<file path="src/rtl/idexe_pipe_stage.sv">
// rtl/idexe_pipe_stage.sv - elastic ID/EX pipeline stage with optional skid entry, flush and perf counters
// Reusable for EXE/MEM and MEM/WB by resizing CTRL_W/DATA_W.
module idexe_pipe_stage #(
  parameter int CTRL_W = 8,
  parameter int DATA_W = 137,
  parameter int SKID   = 1,
  parameter int CNT_W  = 16
) (
  input  logic              clk,
  input  logic              rst,
  input  logic              flush,
  input  logic              in_valid,
  output logic              in_ready,
  input  logic [CTRL_W-1:0] in_ctrl,
  input  logic [DATA_W-1:0] in_data,
  output logic              out_valid,
  input  logic              out_ready,
  output logic [CTRL_W-1:0] out_ctrl,
  output logic [DATA_W-1:0] out_data,
  output logic [CNT_W-1:0]  stall_cnt,
  output logic [CNT_W-1:0]  bubble_cnt
);

  typedef enum logic [1:0] {EMPTY = 2'd0, ONE = 2'd1, TWO = 2'd2} state_e;

  state_e            state_q, state_d;
  logic [CTRL_W-1:0] main_ctrl_q, main_ctrl_d;
  logic [DATA_W-1:0] main_data_q, main_data_d;
  logic [CTRL_W-1:0] skid_ctrl_q, skid_ctrl_d;
  logic [DATA_W-1:0] skid_data_q, skid_data_d;
  logic [CNT_W-1:0]  stall_q, stall_d;
  logic [CNT_W-1:0]  bubble_q, bubble_d;
  logic              acc, pop;

  assign out_valid  = (state_q != EMPTY);
  assign out_ctrl   = main_ctrl_q;
  assign out_data   = main_data_q;
  assign stall_cnt  = stall_q;
  assign bubble_cnt = bubble_q;

  // SKID=1 keeps out_ready off the in_ready path; SKID=0 trades that for one entry
  always_comb begin
    if (SKID != 0) in_ready = (state_q != TWO) & ~flush & ~rst;
    else           in_ready = (~out_valid | out_ready) & ~flush & ~rst;
  end

  assign acc = in_valid & in_ready;
  assign pop = out_valid & out_ready;

  always_comb begin
    state_d     = state_q;
    main_ctrl_d = main_ctrl_q;
    main_data_d = main_data_q;
    skid_ctrl_d = skid_ctrl_q;
    skid_data_d = skid_data_q;
    if (flush) begin
      state_d     = EMPTY;
      main_ctrl_d = '0;
      skid_ctrl_d = '0;
    end else begin
      case (state_q)
        EMPTY: begin
          if (acc) begin
            state_d     = ONE;
            main_ctrl_d = in_ctrl;
            main_data_d = in_data;
          end
        end
        ONE: begin
          if (acc && !pop && (SKID != 0)) begin
            state_d     = TWO;
            skid_ctrl_d = in_ctrl;
            skid_data_d = in_data;
          end else if (acc) begin
            main_ctrl_d = in_ctrl;
            main_data_d = in_data;
          end else if (pop) begin
            state_d     = EMPTY;
            main_ctrl_d = '0;
          end
        end
        TWO: begin
          if (pop) begin
            state_d     = ONE;
            main_ctrl_d = skid_ctrl_q;
            main_data_d = skid_data_q;
          end
        end
        default: begin
          state_d     = EMPTY;
          main_ctrl_d = '0;
        end
      endcase
    end
  end

  // both counters look at the registered out_valid and stick at all-ones
  always_comb begin
    stall_d  = stall_q;
    bubble_d = bubble_q;
    if (out_valid && !out_ready && (stall_q != '1)) stall_d = stall_q + CNT_W'(1);
    if (!out_valid && (bubble_q != '1))            bubble_d = bubble_q + CNT_W'(1);
  end

  always_ff @(posedge clk) begin
    if (rst) begin
      state_q     <= EMPTY;
      main_ctrl_q <= '0;
      main_data_q <= '0;
      skid_ctrl_q <= '0;
      skid_data_q <= '0;
      stall_q     <= '0;
      bubble_q    <= '0;
    end else begin
      state_q     <= state_d;
      main_ctrl_q <= main_ctrl_d;
      main_data_q <= main_data_d;
      skid_ctrl_q <= skid_ctrl_d;
      skid_data_q <= skid_data_d;
      stall_q     <= stall_d;
      bubble_q    <= bubble_d;
    end
  end

endmodule

</file>
<file path="config.mk">
export PLATFORM = sky130hd
export DESIGN_NAME = idexe_pipe_stage
export DESIGN_NICKNAME = d
export VERILOG_FILES = /design/src/rtl/idexe_pipe_stage.sv
export SDC_FILE = /design/constraint.sdc
export NUM_CORES = 1
export LEC_CHECK = 0
export CAP_MARGIN = 10
export CORE_MARGIN = 1.5
export CORE_UTILIZATION = 43
export DETAILED_ROUTE_END_ITERATION = 12
export PLACE_DENSITY = 0.69
export RECOVER_POWER = 50
export SLEW_MARGIN = 0
export SYNTH_ARGS = -nofsm -noshare
export SYNTH_HDL_FRONTEND = slang
export SYNTH_SLANG_ARGS = --single-unit
</file>
<file path="constraint.sdc">
create_clock -name clk -period 2.5 [get_ports clk]
set_input_delay 0.5 -clock clk [delete_from_list [all_inputs] [get_ports clk]]
set_output_delay 0.5 -clock clk [all_outputs]
set_load 0.01 [all_outputs]
</file>
==> Word level (Yosys, flattened, before mapping) <==
Cells that the tools add are included.
{ "word_totals": {"reg_bits": 324, "in_bits": 150, "output_inout_bits": 179, "elab_cells": 58} }
{ "op_classes": {"add_sub_neg": 2, "n_eq_ne": 11, "n_mux": 16, "bitwise": 6, "reduce_logical": 16} }
{ "ops": {"columns": ["operator", "count"], "rows": [
  ["$mux W137", 3],
  ["$pmux W137 S3", 1],
  ["$mux W8", 5],
  ["$add A16 B1 Y16 const B", 2],
  ["$ne A16 B16 Y1 const B", 2],
  ["$pmux W8 S3", 1],
  ["$reduce_and A4 Y1", 3],
  ["$mux W2", 5],
  ["$ne A3 B3 Y1 const B", 3],
  ["$ne A2 B2 Y1 const B", 4],
  ["$pmux W2 S3", 1],
  ["$and A1 B1 Y1", 4],
  ["$logic_and A1 B1 Y1", 4],
  ["$logic_not A1 Y1", 3],
  ["$reduce_and A3 Y1", 1],
  ["$reduce_bool A3 Y1", 1],
  ["$eq A2 B1 Y1 const B", 1],
  ["$eq A2 B2 Y1 const B", 1],
  ["$logic_not A2 Y1", 1],
  ["$not A1 Y1", 2],
  ["$reduce_and A2 Y1", 1],
  ["$reduce_bool A2 Y1", 1],
  ["$reduce_or A2 Y1", 1]
]} }

==> Depth between registers and ports, before layout <==
Gate-level depths: netlist of the first run.
{ "depth": {"word_depth": 7, "ltp_mapped": 8, "mapped_depth_nobuf": 5} }

==> Worst setup path before layout of the first run <==
OpenSTA, ideal clock, no wires.
{ "synth_path": {"path_type": "input-to-reg", "start": "in flush", "end": "reg skid_data_q[44]", "setup_time_ns": 0.132, "t_arrival_ns": 1.921, "required_ns": 2.368, "setup_slack_ns": 0.447, "path_stages": 8, "n_path_buf": 4, "cell_sequence": "clkbuf_1 -> or3b_1 -> or3_1 -> buf_2 -> buf_6 -> buf_6 -> nand2_1 -> a21oi_1"} }
{ "synth_between": {"elab_chain_len": 6} }
{ "synth_lines": {"columns": ["item", "line", "text"], "rows": [
  ["start: declaration", "11", "input logic flush,"],
  ["$not A1 Y1 (no source line) (*)", null, null],
  ["$and A1 B1 Y1 (2 in series)", "43", "if (SKID != 0) in_ready = (state_q != TWO) & ~flush & ~rst;"],
  ["$and A1 B1 Y1", "47", "assign acc = in_valid & in_ready;"],
  ["$logic_and A1 B1 Y1", "70", "if (acc && !pop && (SKID != 0)) begin"],
  ["$reduce_and A3 Y1 (no source line) (*)", null, null],
  ["end signal: assignment", "119", "skid_data_q <= skid_data_d;"],
  ["end: declaration", "30", "logic [DATA_W-1:0] skid_data_q, skid_data_d;"]
]} }
Every way passes the cells marked *; elsewhere a longest branch is shown, timed or not.
A chain may end at the register's enable or synchronous reset.

==> Worst setup path after layout of the first run <==
{ "layout_path": {"start": "reg state_q[1]", "end": "out out_valid"} }
{ "layout_between": {"elab_chain_len": 1} }
{ "layout_lines": {"columns": ["item", "line", "text"], "rows": [
  ["start: declaration", "26", "state_e state_q, state_d;"],
  ["start signal: assignment", "115", "state_q <= state_d;"],
  ["$reduce_bool A2 Y1", "35", "assign out_valid = (state_q != EMPTY);"],
  ["end: declaration", "16", "output logic out_valid,"]
]} }
Every way passes these cells.

==> results of run 1 <==
==> metrics by stage <==
step | cells | hold WS [ps] | total power, W | setup WS (ps) | util, %
floorplan | 1548 | 432 | 0.00591 | 447 | -
global placement | 2160 | 441 | 0.00653 | 49.1 | 55.8
detailed placement | 2160 | 446 | 0.00655 | 19.3 | 55.8
CTS | 2224 | 445 | 0.0124 | 75.8 | 60.0
global route | 2226 | 463 | 0.0126 | 10.3 | 59.6
finish | 2228 | 452 | 0.0122 | 107 | 59.6
==> area by class of cell <==
cell class | count | area [um^2]
flip-flops and latches | 324 | 6490
fillers | 2673 | 12800
diodes | 4 | 10.0
clock buffers | 52 | 1100
multi-input cells | 1047 | 6670
repair buffers | 380 | 3880
inverters | 7 | 28.8
well taps | 402 | 503
clock inverters | 12 | 218
==> power by group <==
part           leakage (nW)  internal (W)  total, W  switching (W)
Clock                 0.655       0.00368   0.00582        0.00214
Combinational          4.27      0.000494   0.00106       0.000567
Sequential             2.62       0.00527   0.00533      0.0000618
==> worst min-delay path, stage by stage, from the launching register on <==
cell and delay (ps):
sky130_fd_sc_hd__dfxtp_1 300, sky130_fd_sc_hd__nand2_1 50, sky130_fd_sc_hd__a21oi_1 50
==> sequential cells by signal, indices dropped and copies added, names as in the netlist <==
signal	count
stall_cnt	16
bubble_cnt	16
skid_data_q	137
out_ctrl	8
skid_ctrl_q	8
out_data	137
state_q	2
==> kinds of logic after synthesis <==
logic type	Yosys count	synth area share, %
compound gates	507	25.1
flops	324	46.6
buf+inv	177	5.62
fa+ha+maj	2	0.180
mux	145	10.5
simple gates	393	12.0
==> Yosys cell counts, types with 2 or more instances <==
cell type	count	share of area [%]
sky130_fd_sc_hd__nand4_1	12	0.54
sky130_fd_sc_hd__o22a_1	2	0.13
sky130_fd_sc_hd__o41ai_1	139	8.7
sky130_fd_sc_hd__mux2_2	5	0.40
sky130_fd_sc_hd__nor2_1	17	0.46
sky130_fd_sc_hd__dfxtp_1	324	47
sky130_fd_sc_hd__nand3_1	10	0.36
sky130_fd_sc_hd__nand2_1	303	8.2
sky130_fd_sc_hd__clkbuf_1	100	2.7
sky130_fd_sc_hd__o211ai_1	138	7.4
sky130_fd_sc_hd__o21ai_0	20	0.72
sky130_fd_sc_hd__a22oi_1	8	0.43
sky130_fd_sc_hd__nor2b_1	5	0.22
sky130_fd_sc_hd__buf_2	58	2.1
sky130_fd_sc_hd__buf_1	6	0.16
sky130_fd_sc_hd__and4_1	4	0.25
sky130_fd_sc_hd__a211oi_1	2	0.11
sky130_fd_sc_hd__or3_1	12	0.54
sky130_fd_sc_hd__buf_6	6	0.49
sky130_fd_sc_hd__and2_1	2	0.090
sky130_fd_sc_hd__o31ai_1	10	0.54
sky130_fd_sc_hd__nor4bb_1	2	0.14
sky130_fd_sc_hd__or4_1	10	0.54
sky130_fd_sc_hd__nor3_1	4	0.14
sky130_fd_sc_hd__a21oi_1	180	6.5
sky130_fd_sc_hd__nand2b_1	2	0.090
sky130_fd_sc_hd__ha_1	2	0.18
sky130_fd_sc_hd__mux2i_1	140	10
sky130_fd_sc_hd__nor4_1	5	0.22
sky130_fd_sc_hd__inv_1	6	0.16
==> cells in the final DEF, fill, tap and decap left out, types with 8 or more instances in the layout <==
master | Yosys | final
sky130_fd_sc_hd__buf_4 | 0 | 23
sky130_fd_sc_hd__a21oi_1 | 180 | 180
sky130_fd_sc_hd__or4_1 | 10 | 10
sky130_fd_sc_hd__nand2_1 | 303 | 303
sky130_fd_sc_hd__o41ai_1 | 139 | 139
sky130_fd_sc_hd__nand3_1 | 10 | 10
sky130_fd_sc_hd__nor2_1 | 17 | 17
sky130_fd_sc_hd__nand4_1 | 12 | 12
sky130_fd_sc_hd__dfxtp_1 | 324 | 324
sky130_fd_sc_hd__mux2i_1 | 140 | 140
sky130_fd_sc_hd__buf_12 | 0 | 18
sky130_fd_sc_hd__or3_1 | 12 | 11
sky130_fd_sc_hd__clkdlybuf4s50_1 | 0 | 208
sky130_fd_sc_hd__a22oi_1 | 8 | 8
sky130_fd_sc_hd__o21ai_0 | 20 | 20
sky130_fd_sc_hd__o211ai_1 | 138 | 138
sky130_fd_sc_hd__o31ai_1 | 10 | 10
sky130_fd_sc_hd__clkbuf_16 | 0 | 37
sky130_fd_sc_hd__dlygate4sd3_1 | 0 | 118
sky130_fd_sc_hd__clkbuf_8 | 0 | 13
==> routing by layer <==
layer	vias to the layer above	wire (um)	GRT usage, %
met5	-	41	0
met4	6	1290	8.69
met3	83	2830	5.84
met2	418	18900	37.7
met1	6125	17800	30.2
li1	6267	-	-
==> how the worst max path moves through the flow <==
stage / slack (ps) / end / start
6_report: 110 / out_valid / state_q[1]$_SDFFE_PP0P_
4_1_cts: 80 / in_ready / state_q[1]$_SDFFE_PP0P_
2_1_floorplan: 450 / skid_data_q[44]$_SDFFE_PP0P_ / flush
3_3_place_gp: 50 / skid_data_q[32]$_SDFFE_PP0P_ / in_valid
3_5_place_dp: 20 / skid_data_q[45]$_SDFFE_PP0P_ / in_valid
5_1_grt: 10 / out_data[31]$_SDFFE_PP0P_ / out_ready
==> timing repair <==
| item | 4_1_cts | 5_1_grt |
|---|---|---|
| buffers inserted | 0 | 0 |
| resized for setup | 1 | 0 |
| endpoints found under the hold margin | 0 | 0 |
| setup endpoints to repair | 1 | 0 |
==> load_flow_metrics.sql, run 1 <==
INSERT INTO impl_metrics (metric_group, metric, value, unit) VALUES
('outcome', 'run_status', 'finished clean', ''),
('sta', 'fmax', '0.418', 'GHz'),
('global_route', 'antenna_found_initial', '7', ''),
('clocking', 'tritoncts', 'done', ''),
('sta', 'setup_repair_after_global_routing_missed_its_margin', 'no', ''),
('place', 'placed_area', '17700', 'um^2'),
('route', 'vias_per_cell', '5.79', ''),
('pwr', 'ir_drop', '379', 'uV'),
('sta', 'timing.final.hold_violations', '0', ''),
('critical_path', 'worst-path-max-fanout', '14', ''),
('clocking', 'number_of_cts_inserted_buffers', '36', ''),
('critical_path', 'cp_num_buf_inv', '4', ''),
('min_path', 'whs_endpoint', 'skid_data_q[81]$_SDFFE_PP0P_', ''),
('die', 'fp.dieArea', '33500', 'um^2'),
('critical_path', 'crit_path_frequent_cell', 'sky130_fd_sc_hd__buf_4', ''),
('min_path', 'hold_path_class', 'flip-flop to flip-flop', ''),
('place', 'globalplace.congestion', '0.834', ''),
('global_route', 'number_of_global_route_vias_before_repair', '12200', ''),
('route', 'drt_iter0_markers', '810', ''),
('critical_path', 'worst_path_dominant_cell_family', 'buffers and inverters', ''),
('layout', 'final_layout_size_suffix_gt1_share', '6.75', '%'),
('synth', 'synthesized_area_per_cell', '8.99', 'um^2'),
('critical_path', 'cp_cell_sequence', 'buf_4 -> nor2_1 -> buf_4 -> inv_1 -> clkdlybuf4s50_1', ''),
('global_route', 'grt_start_max_net_pins', '163', ''),
('clocking', 'max-clock-path-buffers', '3', ''),
('layout', 'area_delta_synth_final', '35.8', '%'),
('sta', 'layout_min_cycle_time', '2390', 'ps'),
('route', 'drt_first_pass_iters', '5', ''),
('clocking', 'cts-hold-fix-buffers', '0', ''),
('die', 'placement_rows', '65', ''),
('place', 'port-buffer-count', '328', ''),
('synth', 'syn-cell-area', '13900', 'um^2'),
('synth', 'synthesis.nets', '1700', ''),
('global_route', 'grt_remaining_overflow', '0', ''),
('critical_path', 'crit_slowest_cell', 'sky130_fd_sc_hd__clkdlybuf4s50_1', ''),
('clocking', 'h-tree-depth', '2', ''),
('synth', 'number_of_enable_type_register_cells_in_the_synthesized_netlist', '0', ''),
('critical_path', 'critical_path_arrival', '1890', 'ps'),
('critical_path', 'cpPeakStageDelay', '530', 'ps'),
('sta', 'setup-tns-final', '0', 'ps'),
('route', 'sum_of_routed_wire_length_over_all_layers', '40900', 'um'),
('die', 'die-width', '183', 'um'),
('sta', 'worst_slew_pin_slew', '1130', 'ps'),
('min_path', 'hold_path_startpoint', 'skid_data_q[81]$_SDFFE_PP0P_', ''),
('pwr', 'power.density', '646', 'nW/um^2'),
('critical_path', 'end_kind', 'output pin', ''),
('route', 'avgRoutedWirePerCell', '18.3', 'um'),
('clocking', 'clock_latency', '520', 'ps'),
('route', 'antenna_left', '0', ''),
('route', 'via_count', '12900', ''),
('clocking', 'cts.sinks', '324', ''),
('die', 'die_height', '183', 'um'),
('clocking', 'cts_root_buffer', 'sky130_fd_sc_hd__clkbuf_16', ''),
('sta', 'relSlewSlack', '24.8', '%'),
('global_route', 'grt_first_pass_wirelength', '64200', 'um'),
('critical_path', 'regToRegStartpoint', 'state_q[0]$_SDFFE_PP0P_', ''),
('pwr', 'power.static_leakage', '7.54', 'nW'),
('sta', 'fin_worst_skew', '10.6', 'ps'),
('critical_path', 'cp.depth', '5', ''),
('synth', 'asyncSetResetFlopFracSynth', '0', '%'),
('sta', 'setup_violations', '0', ''),
('die', 'io-pin-count', '329', ''),
('critical_path', 'setup.worst_path.class', 'flip-flop to output pin', ''),
('critical_path', 'required', '2000', 'ps'),
('min_path', 'whs_path_depth', '2', ''),
('die', 'initial_utilization', '43.9', '%'),
('die', 'core_region_area', '31700', 'um^2'),
('place', 'detailed_place_hpwl', '26300', 'um'),
('critical_path', 'startpoint_types', 'flip-flop', ''),
('route', 'post-route-drc-count', '0', ''),
('synth', 'ys_warn_count', '0', '');
No activity file was read; power rests on OpenSTA's default activity.
==> inputs of run 2 (changes only) <==
--- a/config.mk
+++ b/config.mk
@@ -5,6 +5,7 @@
 export SDC_FILE = /design/constraint.sdc
 export NUM_CORES = 1
 export LEC_CHECK = 0
+export ABC_AREA = 1
 export CAP_MARGIN = 10
 export CORE_MARGIN = 1.5
 export CORE_UTILIZATION = 43
==> run 2 against run 1 <==
Net effect: first-iteration DRC count grew 34%; clock skew grew 6.3 ps; worst setup slack lost 1.5 ps; register-to-register slack is essentially flat; final cell count grew 21%.
==> load_flow_metrics.sql, run 2 <==
INSERT INTO impl_metrics (metric_group, metric, value, unit) VALUES
('critical_path', 'critical_path_arrival', '1890', 'ps'),
('critical_path', 'r2r_setup_slack', '290', 'ps'),
('global_route', 'grt_start_max_net_pins', '166', ''),
('job', 'max_cap_violations', '0', ''),
('critical_path', 'end_kind', 'output pin', ''),
('critical_path', 'cpPeakStageDelay', '530', 'ps'),
('layout', 'final_util', '58.8', '%'),
('sta', 'slew_violations', '0', ''),
('clocking', 'cts-hold-fix-buffers', '0', ''),
('die', 'fp.dieArea', '33600', 'um^2'),
('synth', 'synth_area_leaders', 'sky130_fd_sc_hd__dfxtp_1, sky130_fd_sc_hd__nand2_1, sky130_fd_sc_hd__a21oi_1, sky130_fd_sc_hd__o21ai_0, sky130_fd_sc_hd__nand3_1', ''),
('sta', 'setup_violations', '0', ''),
('pwr', 'ir_drop', '516', 'uV'),
('critical_path', 'crit_path_frequent_cell', 'sky130_fd_sc_hd__clkdlybuf4s50_1', ''),
('sta', 'setup-tns-final', '0', 'ps'),
('synth', 'dominantRegCellSynth', 'sky130_fd_sc_hd__dfxtp_1', ''),
('clocking', 'number_of_cts_inserted_buffers', '37', ''),
('global_route', 'grt_util_all_layers', '24.6', '%'),
('route', 'sum_of_routed_wire_length_over_all_layers', '42200', 'um'),
('global_route', 'number_of_global_route_vias_before_repair', '13100', ''),
('synth', 'synthesis.nets', '2133', ''),
('clocking', 'clock_latency', '510', 'ps'),
('route', 'post-route-drc-count', '0', ''),
('min_path', 'hold_path_startpoint', 'skid_data_q[32]$_SDFFE_PP0P_', ''),
('critical_path', 'startpoint_types', 'input port', ''),
('layout', 'final_common_cell', 'sky130_fd_sc_hd__nand2_1', ''),
('synth', 'synthesized_area_per_cell', '7.05', 'um^2'),
('clocking', 'cts_root_buffer', 'sky130_fd_sc_hd__clkbuf_16', ''),
('min_path', 'whs_endpoint', 'skid_data_q[32]$_SDFFE_PP0P_', ''),
('critical_path', 'r2r_end', 'skid_data_q[105]$_SDFFE_PP0P_', ''),
('synth', 'synth-seq-area-share', '46.5', '%'),
('critical_path', 'cp_cell_sequence', 'clkdlybuf4s50_1 -> nor2_1 -> nand2_2 -> inv_1 -> clkdlybuf4s50_1', ''),
('die', 'initial_utilization', '43.9', '%'),
('place', 'port-buffer-count', '328', ''),
('die', 'core_region_area', '31800', 'um^2'),
('clocking', 'cts.sinks', '324', ''),
('place', 'placed_cells', '2635', ''),
('layout', 'postLayoutCellArea', '18700', 'um^2'),
('outcome', 'run_status', 'finished clean', ''),
('synth', 'synthesized_netlist_cell_count', '1981', ''),
('sta', 'relSlewSlack', '5.05', '%'),
('place', 'detailed_place_hpwl', '26500', 'um'),
('critical_path', 'required', '2000', 'ps'),
('place', 'globalplace.congestion', '0.902', ''),
('synth', 'synth_area_leader_cell', 'sky130_fd_sc_hd__dfxtp_1', ''),
('sta', 'layout_min_cycle_time', '2390', 'ps'),
('synth', 'post_synth_top_area_share', '46.5', '%'),
('die', 'placement_rows', '65', ''),
('clocking', 'max-clock-path-buffers', '3', ''),
('sta', 'fmax', '0.418', 'GHz'),
('synth', 'asyncSetResetFlopFracSynth', '0', '%'),
('clocking', 'h-tree-depth', '2', ''),
('sta', 'holdWs', '446', 'ps'),
('pwr', 'power.static_leakage', '7.26', 'nW'),
('global_route', 'grt_first_pass_wirelength', '67400', 'um'),
('synth', 'ys_warn_count', '0', ''),
('die', 'io-pin-count', '329', ''),
('synth', 'yosys.cell_count.top_type', 'sky130_fd_sc_hd__nand2_1', ''),
('min_path', 'whs_path_depth', '2', ''),
('synth', 'yosys_register_bits', '324', ''),
('global_route', 'antenna_found_initial', '9', ''),
('route', 'drt_iter0_markers', '1085', ''),
('critical_path', 'regToRegStartpoint', 'state_q[0]$_SDFFE_PP0P_', ''),
('critical_path', 'critical_path.startpoint', 'flush', ''),
('layout', 'finish.cell_count_without_fillers', '2703', ''),
('synth', 'synth.cells.most_frequent', 'sky130_fd_sc_hd__nand2_1, sky130_fd_sc_hd__dfxtp_1, sky130_fd_sc_hd__a21oi_1', ''),
('critical_path', 'worst-path-max-fanout', '2', ''),
('critical_path', 'setup.worst_path.class', 'input port to output pin', ''),
('sta', 'fin_worst_skew', '16.9', 'ps'),
('place', 'placed_area', '17600', 'um^2'),
('synth', 'synthDistinctLibCells', '29', ''),
('sta', 'worst_slew_pin_slew', '1420', 'ps'),
('min_path', 'hold_path_class', 'flip-flop to flip-flop', ''),
('sta', 'timing.final.hold_violations', '0', ''),
('sta', 'timing.final.crit_share', '95.8', '%'),
('layout', 'area_delta_synth_final', '34.0', '%'),
('global_route', 'grt_remaining_overflow', '0', ''),
('die', 'die-width', '183', 'um'),
('synth', 'syn-cell-area', '14000', 'um^2'),
('route', 'drt_first_pass_iters', '6', ''),
('layout', 'most-common-layout-cells', 'sky130_fd_sc_hd__nand2_1, sky130_fd_sc_hd__dfxtp_1, sky130_fd_sc_hd__a21oi_1', ''),
('critical_path', 'cp_num_buf_inv', '3', ''),
('pwr', 'power.density', '619', 'nW/um^2'),
('layout', 'final_layout_size_suffix_gt1_share', '4.90', '%'),
('critical_path', 'worst_path_dominant_cell_family', 'buffers and inverters', ''),
('synth', 'number_of_enable_type_register_cells_in_the_synthesized_netlist', '0', ''),
('route', 'vias_per_cell', '5.14', ''),
('critical_path', 'crit_slowest_cell', 'sky130_fd_sc_hd__clkdlybuf4s50_1', ''),
('route', 'antenna_left', '0', ''),
('layout', 'number_of_nets_in_the_layout', '2391', ''),
('route', 'via_count', '13900', ''),
('critical_path', 'timing.reg2reg.worst_path_depth', '7', ''),
('clocking', 'cts.reportedPaths.clkPinSlew', '60', 'ps'),
('clocking', 'tritoncts', 'done', ''),
('die', 'die_height', '183', 'um'),
('sta', 'setup_repair_after_global_routing_missed_its_margin', 'no', ''),
('route', 'avgRoutedWirePerCell', '15.6', 'um');
-- run 2: cell types whose count changed in the layout (fill, tap and decap cells not counted), sizes merged, moves of 87 or more --
cell / previous run / this run
nor2: 17 / 150
inv: 9 / 123
nand3: 10 / 167
nand2: 303 / 522
o41ai: 139 / 0
o21ai: 20 / 251
mux2i: 140 / 0
o211ai: 138 / 1
a21oi: 180 / 267
-- run 2: where the power goes --
group / leakage (nW) / switching [W] / total [W] / internal (W)
registers: 2.62 / 0.0000401 / 0.00527 / 0.00523
clock network: 0.600 / 0.00214 / 0.00537 / 0.00323
logic: 4.04 / 0.000496 / 0.000943 / 0.000447
total: 7.26 / 0.00268 / 0.0116 / 0.00891
-- run 2: cell families (layout without fill, tap and decap cells) --
family | after synthesis | after routing | synth area share, %
buffers and inverters | 270 | 552 | 8.85
DFF | 324 | 324 | 46.5
other | 0 | 5 | 0
adders and majority gates | 2 | 2 | 0.179
xor gates and xnor gates | 13 | 13 | 0.815
and+or+nand+nor | 852 | 852 | 25.0
AOI/OAI and AO/OA | 520 | 520 | 18.7
-- run 2: per-layer routing --
metal  share of wire (%)  GRT usage [%]  up-vias  wire [um]
li1                    -              -     6978          -
met1                  43           30.6     6344      18100
met2                  45           39.7      455      18900
met3                 8.4           7.03      101       3560
met4                 3.6           10.3        4       1510
met5               0.071              0        -         30
-- run 2: repair_timing --
item                                    in CTS  in global routing
endpoints found under the setup margin       0                  2
resized for setup                            0                  2
setup buffers                                0                  0
-- run 2: worst max path at each step --
| stage | depth (start not counted) | to | slack, ps |
|---|---|---|---|
| floorplan | 9 | stall_cnt[0]$_SDFFE_PP0P_ | 660 |
| global placement | 8 | out_data[120]$_SDFFE_PP0P_ | 60 |
| detailed placement | 8 | out_data[27]$_SDFFE_PP0P_ | 40 |
| CTS | 4 | in_ready | 20 |
| global route | 5 | in_ready | 30 |
| finish | 5 | in_ready | 110 |
-- run 2: through the flow --
stage	worst slack (ps)	total power, W
detailed placement	41.6	0.00636
finish	105	0.0116
floorplan	660	0.00583
global route	31.1	0.0120
CTS	22.5	0.0117
global placement	58.9	0.00634
-- run 2: final cells by class --
class	count	area, um^2
Sequential cell	324	6490
Tap cell	435	544
Clock buffer	55	1130
Clock inverter	8	75.1
Fill cell	2943	13100
Antenna cell	5	12.5
Multi-Input combinational cell	1387	6260
Timing Repair Buffer	365	3730
Inverter	124	467
-- run 2: worst register-to-register path: cells and delay by family (launching register included) --
kind | cells | cell delay [ps]
simple gates | 4 | 860
flops | 1 | 390
buf+inv | 3 | 900
